**config.mk**
```make
export PLATFORM = sky130hd
export DESIGN_NAME = uart_rx_deframer
export DESIGN_NICKNAME = d
export VERILOG_FILES = /design/src/rtl/uart_rx_deframer.sv
export SDC_FILE = /design/constraint.sdc
export NUM_CORES = 1
export LEC_CHECK = 0
export BUFFER_PORTS_ARGS = -buffer_cell sky130_fd_sc_hd__buf_2
export CORE_ASPECT_RATIO = 0.5
export CORE_UTILIZATION = 35
export DETAILED_ROUTE_END_ITERATION = 8
export HOLD_SLACK_MARGIN = 0.03
export PLACE_DENSITY = 0.47
export SYNTH_ARGS = -nofsm -noshare
export SYNTH_HDL_FRONTEND = slang
export SYNTH_SLANG_ARGS = --single-unit
```
**constraint.sdc**
```tcl
create_clock -name clk -period 1.8 [get_ports clk]
set_input_delay 0.09 -clock clk [delete_from_list [all_inputs] [get_ports clk]]
set_output_delay 0.09 -clock clk [all_outputs]
set_load 0.02 [all_outputs]
```
**src/rtl/uart_rx_deframer.sv**
```systemverilog
// UART receiver: 2-flop synchronized rx, mid-bit sampling, 8N1 (or 8E1 with
// UART_RX_PARITY_EN defined), byte/interrupt handshake with sticky error flags.
module uart_rx_deframer #(
  parameter int CLKS_PER_BIT = 5208
) (
  input  logic       clk,
  input  logic       rst,
  input  logic       rx,
  input  logic       read_nic,
  output logic [7:0] data_out,
  output logic       read_nic_i,
  output logic       frame_err,
  output logic       overrun,
  output logic       parity_err,
  output logic       busy
);

  localparam int CW = $clog2(CLKS_PER_BIT);
  localparam logic [CW-1:0] HALF = CW'(CLKS_PER_BIT/2 - 1);
  localparam logic [CW-1:0] LAST = CW'(CLKS_PER_BIT - 1);

  typedef enum logic [2:0] {
    IDLE,
    START,
    DATA,
`ifdef UART_RX_PARITY_EN
    PARITY,
`endif
    STOP,
    WAIT_IDLE
  } state_t;

  state_t state, state_n;
  logic [CW-1:0] cnt, cnt_n;
  logic [2:0] idx, idx_n;
  logic rx_meta, rx_s;
  logic [7:0] shift;
  logic sample_bit, good_frame, bad_frame, ack;

  always_ff @(posedge clk) begin
    if (!rst) begin
      state   <= IDLE;
      cnt     <= '0;
      idx     <= '0;
      rx_meta <= 1'b1;
      rx_s    <= 1'b1;
    end else begin
      state   <= state_n;
      cnt     <= cnt_n;
      idx     <= idx_n;
      rx_meta <= rx;
      rx_s    <= rx_meta;
    end
  end

`ifdef UART_RX_PARITY_EN
  logic sample_par, par_bit;
`endif

  always_comb begin
    state_n    = state;
    cnt_n      = cnt + 1'b1;
    idx_n      = idx;
    sample_bit = 1'b0;
    good_frame = 1'b0;
    bad_frame  = 1'b0;
`ifdef UART_RX_PARITY_EN
    sample_par = 1'b0;
`endif
    case (state)
      IDLE: begin
        cnt_n = '0;
        if (!rx_s) state_n = START;
      end
      // Re-check the line half a bit in so short glitches are rejected.
      START: if (cnt == HALF) begin
        cnt_n   = '0;
        idx_n   = '0;
        state_n = rx_s ? IDLE : DATA;
      end
      DATA: if (cnt == LAST) begin
        cnt_n      = '0;
        sample_bit = 1'b1;
        idx_n      = idx + 3'd1;
`ifdef UART_RX_PARITY_EN
        if (idx == 3'd7) state_n = PARITY;
`else
        if (idx == 3'd7) state_n = STOP;
`endif
      end
`ifdef UART_RX_PARITY_EN
      PARITY: if (cnt == LAST) begin
        cnt_n      = '0;
        sample_par = 1'b1;
        state_n    = STOP;
      end
`endif
      STOP: if (cnt == LAST) begin
        cnt_n = '0;
        if (rx_s) begin
          good_frame = 1'b1;
          state_n    = IDLE;
        end else begin
          bad_frame = 1'b1;
          state_n   = WAIT_IDLE;
        end
      end
      // Hold off during a break so a long low line does not start a new frame.
      WAIT_IDLE: begin
        cnt_n = '0;
        if (rx_s) state_n = IDLE;
      end
      default: begin
        cnt_n   = '0;
        state_n = IDLE;
      end
    endcase
  end

  assign busy = (state != IDLE);
  assign ack  = read_nic & read_nic_i;

  always_ff @(posedge clk) begin
    if (!rst) begin
      shift      <= '0;
      data_out   <= '0;
      read_nic_i <= 1'b0;
      frame_err  <= 1'b0;
      overrun    <= 1'b0;
    end else begin
      if (sample_bit) shift[idx] <= rx_s;
      if (good_frame) data_out <= shift;

      if (good_frame)  read_nic_i <= 1'b1;
      else if (ack)    read_nic_i <= 1'b0;

      if (bad_frame)       frame_err <= 1'b1;
      else if (good_frame) frame_err <= 1'b0;
      else if (ack)        frame_err <= 1'b0;

      // A coincident acknowledge consumes the old byte, so no overrun then.
      if (good_frame && read_nic_i && !read_nic) overrun <= 1'b1;
      else if (ack)                              overrun <= 1'b0;
    end
  end

`ifdef UART_RX_PARITY_EN
  always_ff @(posedge clk) begin
    if (!rst) begin
      par_bit    <= 1'b0;
      parity_err <= 1'b0;
    end else begin
      if (sample_par) par_bit <= rx_s;
      if (good_frame && (par_bit != ^shift)) parity_err <= 1'b1;
      else if (ack)                          parity_err <= 1'b0;
    end
  end
`else
  assign parity_err = 1'b0;
`endif

endmodule

```
==> results.yml, run 1 <==
global_route:
  overflow: 0
  grt_pass1_vias: 1420
  grt_max_degree: 33
  grt_antenna_before_repair: 0
  grt_first_pass_wirelength_mm: 6.98
  track_usage: 0.142
clock_network:
  cts_buffers: 5
  clock-sinks: 40
  root_buffer: "clkbuf_16"
  htreeDepth: 2
  path_clk_slew_ns: 0.06
  cts_buffer_depth: 2
  clock_latency_ns: 0.28
  cts_tree: "done"
synth:
  netlist_instances: 205
  yosysWarnings: 0
  syn_avg_cell_area_sq_um: 10.2
  ys_types: 48
  synth_fp_nets: 212
  synth_seq_area_share: 0.383
  ys.flop_type: "dfxtp_1"
  synth_area_sq_mm: 0.00209
  async_reset_ff_frac: 0
  synth_edf_count: 0
  synth_seq_cells: 40
finish:
  design_area_sq_mm: 0.00249
  diodes: 0
  area_growth_pct: 19.1
  fin_nets: 242
  layout-drive-gt1-share: 0.297
placement:
  dp_hpwl_mm: 2.72
  place_area_sq_mm: 0.00231
  io_buffers: 15
  gp_congestion: 0.764
sta:
  setup_tns_ns: 0
  setup-violations-final: 0
  final.period_utilization: 0.940
  clock_skew_ns: 0.00471
  rsz0062_at_grt: "false"
  finalCriticalPeriod_ns: 1.69
  max_freq_mhz: 591
  hold_viol: 0
  slew_viol_final: 0
floorplan:
  ioPinCount: 17
  start_util: 0.373
  placementRows: 19
  fp.dieH_um: 56.7
  core_area_sq_mm: 0.00561
  die_w_um: 111
  die_area_sq_mm: 0.00631
setup_path:
  critPathKind: "reg2reg"
  cp_data_required_time_ns: 1.96
  endpoint_kind: "register"
  critPathMaxFanout: 8
  start_kind: "register"
  worstPathArrival_ns: 1.85
power_and_ir_drop:
  ir_worst_vdd_uv: 378
  p_per_area_mw_per_mm2: 763
  switching_power_uw: 413
  power.internal_mw: 1.49
  power_frac_clock: 0.471
  pwr-share-seq: 0.470
  sw_frac_of_total: 0.217
  leakage_nw: 0.869
  combPwrFrac: 0.059
detailed_routing:
  avgViaCountPerCell: 4.85
  drtPass1Iterations: 6
  drc: 2
  first_iter_violations: 43
  num_vias: 1499
  wl_per_cell_um: 12.7
  ant_nets: 0
  routed_wl_mm: 3.93
run_status:
  violations: "design-rule violations"
  status: "complete, but fails checks"
job:
  drv_cap: 0
worst_hold_path:
  hold_path.class: "in2reg"
==> registers in the layout, indices dropped and copies added, names as in the netlist <==
name        count
shift           8
idx             3
frame_err       1
data_out        8
rx_meta         1
read_nic_i      1
rx_s            1
state           3
overrun         1
cnt            13
==> worst paths after layout <==
check | startpoint | endpoint | slack [ns] | cells after the start
worst max-delay path | cnt[1]$_SDFF_PN0_ | shift[6]$_SDFFE_PN0P_ | 0.11 | 6
worst min register to register | rx_meta$_SDFF_PN1_ | rx_s$_SDFF_PN1_ | 0.41 | 1
worst min-delay path | read_nic | overrun$_SDFFE_PN0P_ | 0.11 | 4
worst max register to register | cnt[1]$_SDFF_PN0_ | shift[6]$_SDFFE_PN0P_ | 0.11 | 6
==> per-layer routing <==
metal / track usage / up-vias / part of all wire
li1: - / 788 / -
met5: 0 / - / 0
met1: 0.201 / 689 / 0.56
met2: 0.211 / 17 / 0.40
met3: 0.0389 / 5 / 0.028
met4: 0.0405 / 0 / 0.0094
==> power groups by stage <==
stage          sequential, mW  combinational [mW]  clock, mW
6_report                0.894               0.112      0.895
3_5_place_dp            0.913               0.112          0
2_1_floorplan           0.912              0.0789          0
5_1_grt                 0.894               0.122      0.973
4_1_cts                 0.894               0.114      0.932
3_3_place_gp            0.913               0.112          0
==> metrics by stage <==
| stage | utilization | power (mW) | cells | setup slack (ns) | hold WS, ns |
|---|---|---|---|---|---|
| after floorplan | - | 0.991 | 205 | 0.179 | 0.191 |
| after global placement | 0.412 | 1.03 | 297 | 0.137 | 0.274 |
| after detailed placement | 0.412 | 1.03 | 297 | 0.0847 | 0.275 |
| after CTS | 0.440 | 1.94 | 306 | 0.0784 | 0.120 |
| after global routing | 0.444 | 1.99 | 309 | 0.00640 | 0.142 |
| final | 0.444 | 1.90 | 309 | 0.109 | 0.115 |
==> cells in the mapped netlist (2+ instances only) <==
| cell type | count | area share |
|---|---|---|
| dfxtp_1 | 40 | 0.38 |
| nand2_1 | 21 | 0.038 |
| mux2i_1 | 15 | 0.072 |
| nor2b_1 | 10 | 0.030 |
| nor3_2 | 10 | 0.048 |
| xnor2_1 | 9 | 0.038 |
| nand3_1 | 8 | 0.019 |
| nor2_1 | 7 | 0.013 |
| nor3_1 | 6 | 0.014 |
| buf_2 | 5 | 0.012 |
| buf_6 | 5 | 0.027 |
| nand4_1 | 4 | 0.012 |
| nor4b_2 | 4 | 0.029 |
| xor2_1 | 4 | 0.017 |
| and2_1 | 3 | 0.0090 |
| buf_4 | 3 | 0.011 |
| clkbuf_1 | 3 | 0.0054 |
| ha_1 | 3 | 0.018 |
| nor3b_1 | 3 | 0.011 |
| o211ai_1 | 3 | 0.011 |
| o31ai_1 | 3 | 0.011 |
| a32oi_1 | 2 | 0.0084 |
| and4b_1 | 2 | 0.0096 |
| inv_1 | 2 | 0.0036 |
| nand2b_1 | 2 | 0.0060 |
| nand3b_1 | 2 | 0.0072 |
| nor4bb_1 | 2 | 0.0096 |
| o21a_1 | 2 | 0.0072 |
| o21ai_0 | 2 | 0.0048 |
| or3_1 | 2 | 0.0060 |
==> layout make-up <==
cell class,count,area (sq um)
Clock inverter,1,7.51
Sequential cell,40,801
Inverter,2,7.51
Tap cell,73,91.3
Fill cell,564,3120
Timing Repair Buffer,40,278
Multi-Input combinational cell,146,1160
Clock buffer,7,143
==> logic make-up after synthesis <==
family	count (synthesis)	synth area share
XOR/XNOR	13	0.0544
AO/OA/AOI/OAI	18	0.0831
adder cells (fa/ha/maj)	3	0.0179
AND/OR/NAND/NOR	96	0.328
other	1	0.00179
buffers and inverters	19	0.0604
flip-flops	40	0.383
multiplexers	15	0.0718
==> cell usage in the layout (no fill, tap or decap), types with 3 or more instances in the layout <==
master / count
and2_1: 3
nor3_1: 6
dfxtp_1: 40
nor3b_1: 3
ha_1: 3
nor2b_1: 10
nor3_2: 10
buf_2: 15
o211ai_1: 3
nand2_1: 21
nor2_1: 7
buf_4: 23
o31ai_1: 3
nand4_1: 4
mux2i_1: 15
xnor2_1: 9
xor2_1: 4
nor4b_2: 4
clkbuf_16: 5
nand3_1: 8
==> repair_timing <==
item	CTS	global route
buffers inserted	0	3
hold endpoints to repair	1	0
endpoints found under the setup margin	0	15
gates resized for setup	0	0
hold buffers	1	0
==> worst max-delay path: stages, from the launching register on <==
cell,delay (ns)
dfxtp_1,0.35
ha_1,0.17
and4bb_2,0.31
nand4_4,0.19
buf_4,0.21
o311ai_4,0.22
o41ai_2,0.11
(Power assumes the default switching activity.)
==> inputs of run 2 (changes only) <==
- BUFFER_PORTS_ARGS: -buffer_cell sky130_fd_sc_hd__buf_2 -> -buffer_cell sky130_fd_sc_hd__buf_4
- CORE_ASPECT_RATIO: 0.5 -> not set
==> results.yml, run 2 (synthesis results as in run 1) <==
sta:
  rsz0062_at_grt: "false"
  clock_skew_ns: 0.00742
  setup_tns_ns: 0
  max_freq_mhz: 596
  setup-violations-final: 0
  final.period_utilization: 0.932
  hold_viol: 0
  slew_viol_final: 0
  finalCriticalPeriod_ns: 1.68
power_and_ir_drop:
  leakage_nw: 0.787
  combPwrFrac: 0.067
  pwr-share-seq: 0.554
  power.internal_mw: 1.25
  switching_power_uw: 369
  sw_frac_of_total: 0.229
  power_frac_clock: 0.380
  p_per_area_mw_per_mm2: 673
  ir_worst_vdd_uv: 268
clock_network:
  clock-sinks: 40
  path_clk_slew_ns: 0.08
  cts_buffer_depth: 2
  root_buffer: "clkbuf_8"
  clock_latency_ns: 0.29
  cts_buffers: 5
  cts_tree: "done"
  htreeDepth: 2
finish:
  final_common_cell: "dfxtp_1"
  design_area_sq_mm: 0.00240
  largest_reg_flops: 13
  fill_cells: 550
  diodes: 0
  fin_nets: 231
  area_growth_pct: 14.8
  layout-drive-gt1-share: 0.271
  largest_registers: "cnt: 13 flops, data_out: 8 flops, shift: 8 flops"
  regMostFlops: "cnt"
  final_cell_mix: "dfxtp_1 (38), buf_4 (27), nand2_1 (21)"
floorplan:
  fp.dieH_um: 79.3
  die_area_sq_mm: 0.00629
  ioPinCount: 17
  start_util: 0.371
  die_w_um: 79.3
  core_area_sq_mm: 0.00564
  placementRows: 27
setup_path:
  critPathMaxFanout: 6
  startpoint: "cnt[0]$_SDFF_PN0_"
  r2r_start: "cnt[0]$_SDFF_PN0_"
  start_kind: "register"
  endpoint_kind: "register"
  worstPathArrival_ns: 1.90
  critPathKind: "reg2reg"
  cp_data_required_time_ns: 2.02
detailed_routing:
  routed_wl_mm: 4.00
  first_iter_violations: 62
  num_vias: 1498
  ant_nets: 0
  avgViaCountPerCell: 5.04
  drtPass1Iterations: 4
  wl_per_cell_um: 13.5
  drc: 0
run_status:
  status: "completed"
worst_hold_path:
  worstHoldStart: "read_nic"
  hold_path.class: "in2reg"
global_route:
  grt_antenna_before_repair: 0
  grt_max_degree: 34
  overflow: 0
  grt_first_pass_wirelength_mm: 6.80
  track_usage: 0.141
  grt_pass1_vias: 1418
placement:
  dp_hpwl_mm: 2.80
  gp_congestion: 0.773
  place_area_sq_mm: 0.00227
  io_buffers: 15
job:
  drv_cap: 0
run 2: cell types whose count changed in the layout (fill, tap and decap cells not counted), moves of 2 or more:
cell / delta
buf_2: -15
buf_4: +4
clkbuf_16: -5
clkbuf_8: +5
dfxtp_1: -2
dfxtp_2: +2
run 2: final cells by class:
type                       instances  area [sq um]  share of cell area
sequential                        40           803               0.335
tap                               72          90.1              0.0375
timing repair buffer              29           233              0.0969
inverter                           2          7.51             0.00313
multi-input combinational        146          1180               0.490
clock buffer                       8          90.1              0.0375
run 2: final timing paths:
kind | end | slack, ns | cells after the start
worst max-delay path | shift[4]$_SDFFE_PN0P_ | 0.12 | 6
worst min-delay path | read_nic_i$_SDFFE_PN0P_ | 0.11 | 3
worst max register to register | shift[4]$_SDFFE_PN0P_ | 0.12 | 6
worst min register to register | rx_s$_SDFF_PN1_ | 0.42 | 1
run 2: what timing repair did:
action,in CTS,in global routing
resized for setup,0,4
hold buffers,1,0
endpoints found under the setup margin,0,18
endpoints found under the hold margin,1,0
buffers inserted,0,2
run 2: power by group through the flow:
stage	clock, mW	combinational (mW)	sequential, mW
2_1_floorplan	0	0.0789	0.912
6_report	0.614	0.108	0.895
3_3_place_gp	0	0.105	0.915
4_1_cts	0.644	0.109	0.894
5_1_grt	0.679	0.117	0.895
3_5_place_dp	0	0.107	0.915
run 2: through the flow:
step           utilization  hold slack [ns]  cells  power (mW)  setup WS [ns]
4_1_cts              0.420           0.0994    295        1.65         0.0229
3_3_place_gp         0.403            0.278    286        1.02          0.110
5_1_grt              0.426           0.0981    297        1.69         0.0205
2_1_floorplan            -            0.191    205       0.991          0.179
6_report             0.426            0.106    297        1.62          0.122
3_5_place_dp         0.403            0.278    286        1.02         0.0431
run 2: critical path: stages, from the launching register on:
cell,delay [ns]
dfxtp_2,0.36
ha_4,0.16
and4bb_2,0.29
nand4_4,0.17
buf_4,0.18
nor4b_2,0.23
mux2i_1,0.21
run 2: layer usage:
| metal | up-vias | track usage | part of all wire |
|---|---|---|---|
| met5 | - | 0 | 0 |
| li1 | 770 | - | - |
| met4 | 0 | 0.0564 | 0.019 |
| met2 | 23 | 0.223 | 0.44 |
| met3 | 8 | 0.0356 | 0.028 |
| met1 | 697 | 0.182 | 0.51 |
